File: src/rtl/serial_tx_arbiter.sv
// rtl/serial_tx_arbiter.sv - round-robin byte arbiter with per-message lock driving an 8N1 serializer
module serial_tx_arbiter #(
  parameter int NREQ      = 4,
  parameter int OWNW      = 2,
  parameter int BAUD_DIV  = 434,
  parameter int STOP_BITS = 1,
  parameter int LOCK_TMO  = 65535
) (
  input  logic              clk100,
  input  logic              reset,
  input  logic [NREQ-1:0]   req_valid,
  input  logic [NREQ-1:0]   req_last,
  input  logic [8*NREQ-1:0] req_data,
  output logic [NREQ-1:0]   req_ack,
  output logic              tx,
  output logic              busy,
  output logic              locked,
  output logic [OWNW-1:0]   owner,
  output logic              frame_done
);

  typedef enum logic [1:0] {IDLE, START, DATA, STOP} state_t;

  localparam logic [15:0] BAUD_LAST = 16'(BAUD_DIV - 1);
  localparam logic [15:0] TMO_LAST  = 16'((LOCK_TMO == 0) ? 0 : LOCK_TMO - 1);
  localparam logic [2:0]  STOP_LAST = 3'(STOP_BITS - 1);

  state_t          state, state_n;
  logic [15:0]     baud_cnt, baud_cnt_n;
  logic [15:0]     idle_cnt, idle_cnt_n;
  logic [2:0]      bit_idx, bit_idx_n;
  logic [7:0]      shift_reg, shift_n;
  logic [OWNW-1:0] rr_ptr, rr_n, owner_n;
  logic [OWNW-1:0] scan_idx, scan_win, win;
  logic            scan_found, grant, baud_wrap;
  logic            locked_n, tx_n, busy_n, done_n;
  logic [NREQ-1:0] ack_n;

  // First valid requester at or after rr_ptr, wrapping modulo NREQ.
  always_comb begin
    scan_found = 1'b0;
    scan_win   = rr_ptr;
    scan_idx   = rr_ptr;
    for (int i = 0; i < NREQ; i++) begin
      scan_idx = rr_ptr + OWNW'(i);
      if (!scan_found && req_valid[scan_idx]) begin
        scan_found = 1'b1;
        scan_win   = scan_idx;
      end
    end
  end

  assign baud_wrap = (baud_cnt == BAUD_LAST);

  always_comb begin
    state_n    = state;
    baud_cnt_n = baud_cnt;
    idle_cnt_n = idle_cnt;
    bit_idx_n  = bit_idx;
    shift_n    = shift_reg;
    rr_n       = rr_ptr;
    owner_n    = owner;
    locked_n   = locked;
    ack_n      = '0;
    tx_n       = 1'b1;
    busy_n     = 1'b0;
    done_n     = 1'b0;
    grant      = 1'b0;
    win        = scan_win;

    case (state)
      IDLE: begin
        if (locked) begin
          win = owner;
          if (req_valid[owner]) begin
            grant = 1'b1;
          end else if (LOCK_TMO != 0) begin
            if (idle_cnt == TMO_LAST) begin
              locked_n   = 1'b0;
              idle_cnt_n = '0;
            end else begin
              idle_cnt_n = idle_cnt + 16'd1;
            end
          end
        end else begin
          grant = scan_found;
        end
        if (grant) begin
          ack_n      = NREQ'(1) << win;
          shift_n    = req_data[win*8 +: 8];
          owner_n    = win;
          locked_n   = ~req_last[win];
          rr_n       = win + OWNW'(1);
          idle_cnt_n = '0;
          baud_cnt_n = '0;
          state_n    = START;
        end
      end
      START: begin
        tx_n   = 1'b0;
        busy_n = 1'b1;
        baud_cnt_n = baud_wrap ? 16'd0 : baud_cnt + 16'd1;
        if (baud_wrap) begin
          bit_idx_n = '0;
          state_n   = DATA;
        end
      end
      DATA: begin
        tx_n   = shift_reg[0];
        busy_n = 1'b1;
        baud_cnt_n = baud_wrap ? 16'd0 : baud_cnt + 16'd1;
        if (baud_wrap) begin
          shift_n = shift_reg >> 1;
          if (bit_idx == 3'd7) begin
            bit_idx_n = '0;
            state_n   = STOP;
          end else begin
            bit_idx_n = bit_idx + 3'd1;
          end
        end
      end
      STOP: begin
        busy_n = 1'b1;
        baud_cnt_n = baud_wrap ? 16'd0 : baud_cnt + 16'd1;
        if (baud_wrap) begin
          if (bit_idx == STOP_LAST) begin
            bit_idx_n = '0;
            done_n    = 1'b1;
            state_n   = IDLE;
          end else begin
            bit_idx_n = bit_idx + 3'd1;
          end
        end
      end
      default: state_n = IDLE;
    endcase
  end

  // Line outputs trail the state by one cycle so tx, busy and frame_done come straight from flops.
  always_ff @(posedge clk100 or posedge reset) begin
    if (reset) begin
      state      <= IDLE;
      baud_cnt   <= '0;
      idle_cnt   <= '0;
      bit_idx    <= '0;
      shift_reg  <= '0;
      rr_ptr     <= '0;
      owner      <= '0;
      locked     <= 1'b0;
      req_ack    <= '0;
      tx         <= 1'b1;
      busy       <= 1'b0;
      frame_done <= 1'b0;
    end else begin
      state      <= state_n;
      baud_cnt   <= baud_cnt_n;
      idle_cnt   <= idle_cnt_n;
      bit_idx    <= bit_idx_n;
      shift_reg  <= shift_n;
      rr_ptr     <= rr_n;
      owner      <= owner_n;
      locked     <= locked_n;
      req_ack    <= ack_n;
      tx         <= tx_n;
      busy       <= busy_n;
      frame_done <= done_n;
    end
  end

endmodule

File: config.mk
export PLATFORM = sky130hd
export DESIGN_NAME = serial_tx_arbiter
export DESIGN_NICKNAME = d
export VERILOG_FILES = /design/src/rtl/serial_tx_arbiter.sv
export SDC_FILE = /design/constraint.sdc
export NUM_CORES = 1
export LEC_CHECK = 0
export ABC_AREA = 1
export CORE_MARGIN = 5
export CORE_UTILIZATION = 40
export CTS_CLUSTER_DIAMETER = 100
export CTS_CLUSTER_SIZE = 25
export DETAILED_ROUTE_END_ITERATION = 12
export RECOVER_POWER = 100
export SYNTH_ARGS = -nofsm -noshare
export SYNTH_HDL_FRONTEND = slang
export SYNTH_SLANG_ARGS = --single-unit
export TNS_END_PERCENT = 50
File: constraint.sdc
create_clock -name clk100 -period 5.9 [get_ports clk100]
set_input_delay 1.77 -clock clk100 [delete_from_list [all_inputs] [get_ports clk100]]
set_output_delay 1.77 -clock clk100 [all_outputs]
set_load 0.1 [all_outputs]
==> summary.txt, run 1 <==
Floorplan
  • DIE AREA: 0.01172 sq mm
  • Num rows: 35
  • CORE AREA: 0.009328 sq mm
  • Starting density of the core: 0.4142
  • Die Height: 108.3 um
  • Die X: 108.3 um
  • Total I/O pin count: 52

Logic synthesis
  • Asr flop ratio synth: 1.000
  • Sequential element share of the synthesized area: 0.3695
  • Post-synth EDFFs: 0
  • Syn Std Cell Area: 0.003864 sq mm
  • Synth Instances: 538
  • Mapped Avg Cell Area: 7.182 sq um
  • Synth unique cells: 40
  • Syn Nets: 591
  • Warnings, synthesis: 0
  • Post-synthesis register bit count: 57
  • Most used DFF post-synth: dfrtp_1

Hold path
  • Hold WC Path Type: reg2reg

CTS
  • Post-CTS Setup Inserts: 0
  • Root buffer cell: clkbuf_8
  • CTS H-tree lvls: 3
  • Clk sinks: 57
  • CTS tree: built
  • Post-CTS resize count: 0
  • TritonCTS Buffers: 9
  • Deepest clock path buffer count: 2
  • Hold Buf Count CTS: 0
  • Worst-Skew Late Latency: 0.33 ns
  • Clk slew on worst S/H paths: 0.06 ns

Power and ir drop
  • Peak VDD IR: 0.0001088 V
  • P per Cell Area: 177.1 mW/mm^2
  • Leak: 2.194 nW
  • Tot Pwr: 0.0008028 W

Worst setup path
  • Critical Path RT: 6.17 ns
  • CP Capture Type: flop
  • Crit start category: primary input
  • Critical path fanouts, max: 18
  • Worst endpoint data arrival time: 4.66 ns
  • WS Path Type: in2reg

Place
  • DP Area: 0.004420 sq mm
  • # port buffers: 51
  • Hpwl dp: 6638 um
  • DP Cell Count: 706
  • GP Congestion: 0.8377

Final layout
  • # diodes: 0
  • Most common cell after layout, fill and taps aside: nand2_1
  • Final Non-Filler Cells: 722
  • Filler instances: 944
  • Share of cells above drive strength 1: 0.08094
  • Commonest non-fill, non-tap cells in the layout: nand2_1, nor2_1, inv_1, dfrtp_1, nand3_1
  • Synthesis-to-layout area growth: 17.36%
  • Fin nets: 641
  • Final instance area: 0.004534 sq mm

Timing
  • Setup TNS: 0 ns
  • RSZ-0062 raised after global routing: false
  • Period utilisation layout: 0.7454
  • Hold slack: 0.4833 ns
  • Tmin final: 4.398 ns
  • Peak Freq: 227.4 MHz
  • Slew @ Worst Pin: 1.035 ns
  • Setup violators final: 0
  • Clk_skew: 0.01024 ns
  • Slew Limit Fails: 0
  • Final hold vios: 0
  • Worst slew margin: 0.3078

Detailed routing
  • Residual DRC: 0
  • Initial DRT Pass Iterations: 6
  • DR vias/cell: 4.835
  • Routed length per instance: 12.42 um
  • Antenna viol nets, final: 0
  • DR vias: 3,491
  • Drt initial violations: 152
  • Post-Route WL: 8964 um

Status
  • Status: complete, no violations

Global route
  • Initial antenna violation count: 0
  • Vias in the first global route: 3,378
  • Largest net degree at the start of global routing: 58
  • Total GRT Usage: 0.1619
  • GR Overflow Total: 0
  • First-pass GRT wire length: 15,400 um

Flow run
  • Total of max-cap violations: 0
==> report_power, final <==
group | total [W] | internal, W | leakage, nW | switching [W]
logic | 0.0000821 | 0.0000376 | 1.40 | 0.0000445
registers | 0.000391 | 0.000391 | 0.700 | 0
clock network | 0.000330 | 0.000173 | 0.0911 | 0.000157
total | 0.000803 | 0.000601 | 2.19 | 0.000202
==> cell families after synthesis <==
| logic type | Yosys count | share of synthesized area |
|---|---|---|
| adders and majority gates | 11 | 0.03562 |
| and+or+nand+nor | 327 | 0.3980 |
| AOI/OAI and AO/OA | 59 | 0.09100 |
| DFF | 57 | 0.3695 |
| xor gates and xnor gates | 3 | 0.006802 |
| buffers and inverters | 81 | 0.09909 |
==> synthesized netlist by cell type (3+ instances only) <==
cell type  number  area (sq um)
nand4_1        18         112.6
nor2_2          4         25.02
nor3_1         11         55.05
o22ai_1        10         62.56
nor4_1          3         18.77
nor2_1         65         244.0
xor2_1          3         26.28
a21oi_1        11         55.05
ha_1           11         137.6
dfrtp_1        56          1401
nand2_2        14         87.58
o21ai_1         3         15.01
inv_2           6         22.52
nand2_1       151         566.8
inv_1          58         217.7
nand2_4         7         78.83
o21ai_0        23         115.1
o21a_1          3         22.52
nand3_1        40         200.2
a21oi_2         3         26.28
nand3_2         5         50.05
buf_6           9         101.4
==> metrics by stage <==
stage	worst slack, ns	util
floorplan	2.732	-
global placement	2.088	0.4739
detailed placement	2.079	0.4739
CTS	2.092	0.4934
global route	1.119	0.4861
finish	1.502	0.4861
==> worst paths after layout <==
kind                         startpoint           end  slack [ns]  cells past startpoint
hold reg to reg            shift_reg[4]  shift_reg[4]        0.48                      2
max in group asynchronous         reset   baud_cnt[1]        3.32                      3
setup reg to reg              rr_ptr[0]  shift_reg[4]        2.75                     14
setup / recovery           req_valid[0]  shift_reg[4]        1.50                     15
min in group asynchronous         reset   idle_cnt[6]        2.09                      3
hold / removal             shift_reg[4]  shift_reg[4]        0.48                      2
==> metal layers <==
layer | track usage | routed length (um)
met5 | 0 | 0
met2 | 0.2771 | 4419
met3 | 0.03284 | 239
met4 | 0.04238 | 101
met1 | 0.2086 | 4204
==> area by class of cell <==
| cell class | count | area (sq um) | share of cell area |
|---|---|---|---|
| clock buffer | 11 | 151.4 | 0.03339 |
| sequential | 57 | 1428 | 0.3148 |
| timing repair buffer | 52 | 518.0 | 0.1142 |
| multi-input combinational | 400 | 1986 | 0.4379 |
| tap | 129 | 161.4 | 0.03560 |
| inverter | 68 | 260.3 | 0.05740 |
| clock inverter | 5 | 30.03 | 0.006623 |
==> critical path: stages <==
cell and delay (ns):
dlygate4sd3_1 0.61, inv_1 0.07, nand2_1 0.09, nand3_1 0.08, nand2_1 0.11, inv_1 0.11, nand2_2 0.08, nor2_1 0.05
a21oi_1 0.22, clkinv_1 0.16, nand2_1 0.51, nand2_1 0.48, nor2_1 0.19, nand2_1 0.07, nand2_1 0.06
No activity file was read; power rests on OpenSTA's default activity.
==> run 2, diff against run 1 <==
clock period = 4.07 ns   (was 5.9 ns; I/O delays follow)
==> summary.txt, run 2 (synthesized netlist as in run 1, its figures left out) <==
Hold path
  • Hold Path End: shift_reg[7]
  • Hold WC Path Type: reg2reg
  • WHS Path Cells: 2 (unchanged)
  • Min-delay src: shift_reg[7]

Worst setup path
  • Family with the most delay on the worst path: simple AND/OR/NAND/NOR gates
  • WS Path Type: in2reg
  • Worst path most repeated cell: nand2_1
  • Crit-path cells: clkdlybuf4s50_1, inv_1, nand2_1, nand3_1, nand2_2, nor2_8, nand2_2, nor2_2, a21oi_2, inv_1, nand2_1, nand2_4, nor2_1, nand2_1, nand2_1
  • Critical path fanouts, max: 18 (unchanged)
  • Critical Path RT: 4.28 ns (-1.89 ns)
  • Crit path max-delay cell type: clkdlybuf4s50_1
  • Worst r2r src: rr_ptr[0]
  • R2R depth: 15 (+1)
  • R2r endpoint: shift_reg[5]
  • Worst path max stage delay: 0.47 ns (-0.14 ns)
  • Levels on crit path: 15 (unchanged)
  • CP Capture Type: flop
  • CP Buf/Inv Count: 3 (-1)
  • Crit start category: primary input
  • R2R Setup Slk: 1.26 ns (-1.49 ns)
  • Worst endpoint data arrival time: 3.58 ns (-1.08 ns)

Timing
  • Final hold vios: 0 (unchanged)
  • Slew Limit Fails: 0 (unchanged)
  • Period utilisation layout: 0.8277
  • Tmin final: 3.369 ns
  • Worst slew margin: 0.01529 (-0.2925)
  • Setup violators final: 0 (unchanged)
  • Clk_skew: 0.005164 ns (-0.005075 ns)
  • Setup TNS: 0 ns (unchanged)
  • RSZ-0062 raised after global routing: false
  • Peak Freq: 296.8 MHz
  • Slew @ Worst Pin: 1.477 ns (+0.4422 ns)

Status
  • Status: complete, no violations

Detailed routing
  • Drt initial violations: 171 (+13%)
  • Routed length per instance: 12.35 um (-0.52%)
  • DR vias/cell: 4.811 (-0.51%)
  • Initial DRT Pass Iterations: 5 (-1)
  • DR vias: 3,478 (-0.37%)
  • Antenna viol nets, final: 0 (unchanged)
  • Residual DRC: 0 (unchanged)
  • Post-Route WL: 8930 um (-0.38%)

CTS
  • CTS H-tree lvls: 3 (unchanged)
  • Worst-Skew Late Latency: 0.33 ns (about the same)
  • Clk sinks: 57 (unchanged)
  • Hold Buf Count CTS: 0 (unchanged)
  • CTS tree: built
  • Deepest clock path buffer count: 2 (unchanged)
  • Post-CTS resize count: 0 (unchanged)
  • Clk slew on worst S/H paths: 0.06 ns (about the same)
  • Post-CTS Setup Inserts: 0 (unchanged)
  • TritonCTS Buffers: 9 (unchanged)
  • Root buffer cell: clkbuf_8

Final layout
  • Most common cell after layout, fill and taps aside: nand2_1
  • Share of cells above drive strength 1: 0.09091 (+0.009965)
  • Final core utilization: 0.4920 (+0.005902)
  • Commonest non-fill, non-tap cells in the layout: nand2_1, nor2_1, inv_1, dfrtp_1, nand3_1
  • Sequential cell area: 0.001428 sq mm (unchanged)
  • Multi-input gate area: 0.002007 sq mm (+1.1%)
  • Synthesis-to-layout area growth: 18.78%
  • Fin nets: 643 (+0.31%)
  • Filler instances: 927 (-1.8%)
  • Final Non-Filler Cells: 723 (+0.14%)
  • # diodes: 0 (unchanged)

Floorplan
  • Total I/O pin count: 52 (unchanged)
  • CORE AREA: 0.009328 sq mm (unchanged)
  • Die X: 108.3 um (unchanged)
  • DIE AREA: 0.01172 sq mm (unchanged)
  • Num rows: 35 (unchanged)
  • Starting density of the core: 0.4142 (unchanged)
  • Die Height: 108.3 um (unchanged)

Flow run
  • Total of max-cap violations: 0 (unchanged)

Global route
  • Total GRT Usage: 0.1619 (about the same)
  • GR Overflow Total: 0 (unchanged)
  • First-pass GRT wire length: 15,310 um (-0.58%)
  • Largest net degree at the start of global routing: 28 (-52%)
  • Vias in the first global route: 3,313 (-1.9%)
  • Initial antenna violation count: 0 (unchanged)

Place
  • # port buffers: 51 (unchanged)
  • Hpwl dp: 6865 um (+3.4%)
  • DP Cell Count: 708 (+0.28%)
  • GP Congestion: 0.8533 (+1.9%)

Power and ir drop
  • Leak: 2.224 nW (+1.4%)
  • P per Cell Area: 271.1 mW/mm^2 (+53%)
  • Peak VDD IR: 0.0002300 V (+110%)
run 2: worst max path at each step:
stage,startpoint,to,slack [ns]
floorplan,reset,baud_cnt[0],1.45
global route,req_valid[1],shift_reg[5],0.44
detailed placement,req_valid[1],shift_reg[5],0.76
global placement,req_valid[2],shift_reg[7],0.81
CTS,locked,locked,0.87
finish,req_valid[1],shift_reg[5],0.70
run 2: per-stage QoR:
stage / cell area, sq um / hold slack, ns / total power (W) / setup WS (ns)
after detailed placement: 4433 / 0.4708 / 0.0007003 / 0.7589
after global placement: 4433 / 0.4634 / 0.0006994 / 0.8128
final: 4589 / 0.4841 / 0.001244 / 0.7013
after global routing: 4589 / 0.5197 / 0.001303 / 0.4381
after floorplan: 3864 / 0.4492 / 0.0006489 / 1.451
after CTS: 4647 / 0.4871 / 0.001267 / 0.8749
run 2: worst reg2reg max path, cell delays in order (launching register included):
cell	delay, ns
dfrtp_1	0.62
inv_2	0.23
nand2_1	0.12
nand2_2	0.10
nand2_2	0.10
nand2_4	0.08
nor2_8	0.12
nand2_2	0.06
nor2_2	0.13
a21oi_2	0.09
inv_1	0.11
nand2_1	0.41
nand2_4	0.34
nor2_1	0.06
nand2_1	0.06
nand2_1	0.06
run 2: layout make-up:
class / instances / share of cell area
clock buffer: 13 / 0.03899
clock inverter: 2 / 0.007634
inverter: 68 / 0.05671
multi-input combinational: 400 / 0.4373
sequential: 57 / 0.3111
tap: 129 / 0.03517
timing repair buffer: 54 / 0.1131
run 2: layer usage:
| layer | wire, um | part of all wire | track usage |
|---|---|---|---|
| met5 | 0 | 0 | 0 |
| met4 | 129 | 0.014 | 0.05230 |
| met3 | 255 | 0.029 | 0.03284 |
| met2 | 4285 | 0.48 | 0.2664 |
| met1 | 4259 | 0.48 | 0.2136 |
run 2: power breakdown:
part / internal, W / switching (W)
Combinational: 0.0000547 / 0.0000646
Clock: 0.000345 / 0.000213
Sequential: 0.000567 / 0
Total: 0.000967 / 0.000278
==> RTL change, RTL diff (flow settings as in run 2) <==
Set the parameter `NREQ` to 6 (it was 4).
--- a/src/rtl/serial_tx_arbiter.sv
+++ b/src/rtl/serial_tx_arbiter.sv
@@ -2,3 +2,3 @@
 module serial_tx_arbiter #(
-  parameter int NREQ      = 4,
+  parameter int NREQ      = 6,
   parameter int OWNW      = 2,
Ports: changed (resized req_ack, req_data, req_last and req_valid); port bits go from 52 to 74. The function was not compared with the original's and may differ.
==> RTL change against run 2 <==
Count of clock-buffer cells in the layout decreased by 3. Critical path depth unchanged. Cell area grew 0.82%. Core utilization shrank 1.9 points. Setup slack worse by 0.054 ns. Synthesized area increased by 3.8%. Routed wire length up 3.4%. Sequential cell count is the same. Total power fell by 2.2%. Sequential share of layout area down 0.25 points. Cell count shrank 0.14%. Critical path type unchanged. Critical endpoint is now idle_cnt[14].
==> RTL change: results (changes against run 2) <==
Run status
  • Status: completed

Layout
  • # fillers: 1024 (+10%)
  • Layout cells sized above 1: 9.68% (+0.59 points)
  • Clock-cell share of area: 4.19% (-0.47 points)
  • Non-clock inverters: 69 (+1.5%)
  • Buffer share of cell area: 10.8% (-0.52 points)
  • N_diodes: 0 (unchanged)
  • Multi-In Gates: 395 (-1.3%)
  • P&R area growth vs syn: 15.3%
  • Layout Nets: 658 (+2.3%)
  • Plain + repair buffers: 53 (-1.9%)
  • CLK BUF: 10 (-3)
  • Area occupied by registers: 1430 um2 (unchanged)
  • Fraction of area in multi-input gates: 44.8% (+1.1 points)

Min path
  • Hold depth: 2 (unchanged)
  • Endpoint, Worst Hold: shift_reg[7]

Logic synthesis
  • Post-Synth Adder-Cell Area: 3.43% (-0.13 points)
  • Post-synthesis compound-gate area fraction: 12.7% (+3.6 points)
  • Synth cell types: 51 (+28%)
  • Prevailing post-synth register cell: dfrtp_1
  • Synth Area in XOR/XNOR: 0.655% (-0.025 points)
  • Most instantiated cells after synthesis: 141 x nand2_1, 60 x inv_1, 56 x dfrtp_1
  • Top cells by area, synth: dfrtp_1 35%, nand2_1 13%, nand3_1 5.9%
  • Sequential fraction of the synthesis area: 35.6% (-1.4 points)
  • Post-synthesis cell count: 536 (-0.37%)

Setup path
  • R2R Setup Slk: 1.37 ns (+0.11 ns)
  • Slowest-stage cell, CP: dlygate4sd3_1
  • Max stage delay on crit path: 0.61 ns (+0.14 ns)
  • FF-to-FF path depth: 14 (-1)
  • Top delay family on crit path: buffers and inverters
  • Critical R2R Capture: shift_reg[6]
  • CP max FO: 12 (-6)

Global route
  • Largest net degree at the start of global routing: 31 (+11%)
  • Gr usage total: 16.9% (+0.68 points)
  • First-pass GRT wire length: 16300 um (+6.5%)

Placed design
  • Detailed placer's ending HPWL: 7220 um (+5.1%)
  • Placed cells: 707 (-0.14%)
  • GP Congestion: 0.849 (-0.49%)
  • Dpl cell area: 4560 um2 (+2.8%)
  • DP Worst Slack: 0.552 ns (-0.207 ns)

Drt
  • Wire per inst: 12.8 um (+3.5%)
  • Number of iterations in the first detailed-routing pass: 4 (-1)
  • DR vias/cell: 4.93 (+2.5%)
  • First DRT Iteration DRCs: 143 (-16%)
  • DR vias: 3559 (+2.3%)

Clock tree
  • Clock root cell: clkbuf_8
  • CTS buffer count: 9 (unchanged)

Timing
  • Skew final: 0.00978 ns (+0.00462 ns)
  • Hold_ws: 0.484 ns (+0.000242 ns)
  • Relative max-transition margin: 22.4% (+21 points)

Pwr
  • VDD IR-drop max: 0.184 mV (-20%)
  • Total power: 1.22 mW (-2.2%)
  • Leak Pwr: 2.27 nW (+2.2%)

Floorplan
  • Core area: 9770 um2 (+4.8%)
==> RTL change: how the worst max path moves through the flow <==
stage / depth (start not counted) / slack (ns) / from / end
6_report: 15 / 0.65 / req_valid[2] / idle_cnt[14]
5_1_grt: 15 / 0.38 / req_valid[2] / idle_cnt[14]
4_1_cts: 1 / 0.89 / owner[1] / owner[1]
3_5_place_dp: 11 / 0.55 / req_valid[0] / shift_reg[6]
3_3_place_gp: 11 / 0.59 / req_valid[0] / shift_reg[2]
2_1_floorplan: 1 / 1.45 / reset / baud_cnt[0]
==> RTL change: metal layers <==
metal,GRT usage [%],share of wire (%)
met1,21.8,47
met2,28.6,49
met3,3.44,2.6
met4,4.93,1.2
met5,0,0
==> RTL change: power by group <==
| part | internal (mW) | leakage (nW) | switching [mW] |
|---|---|---|---|
| sequential | 0.567 | 0.711 | 0.00103 |
| combinational | 0.0540 | 1.46 | 0.0747 |
| clock | 0.294 | 0.0981 | 0.226 |
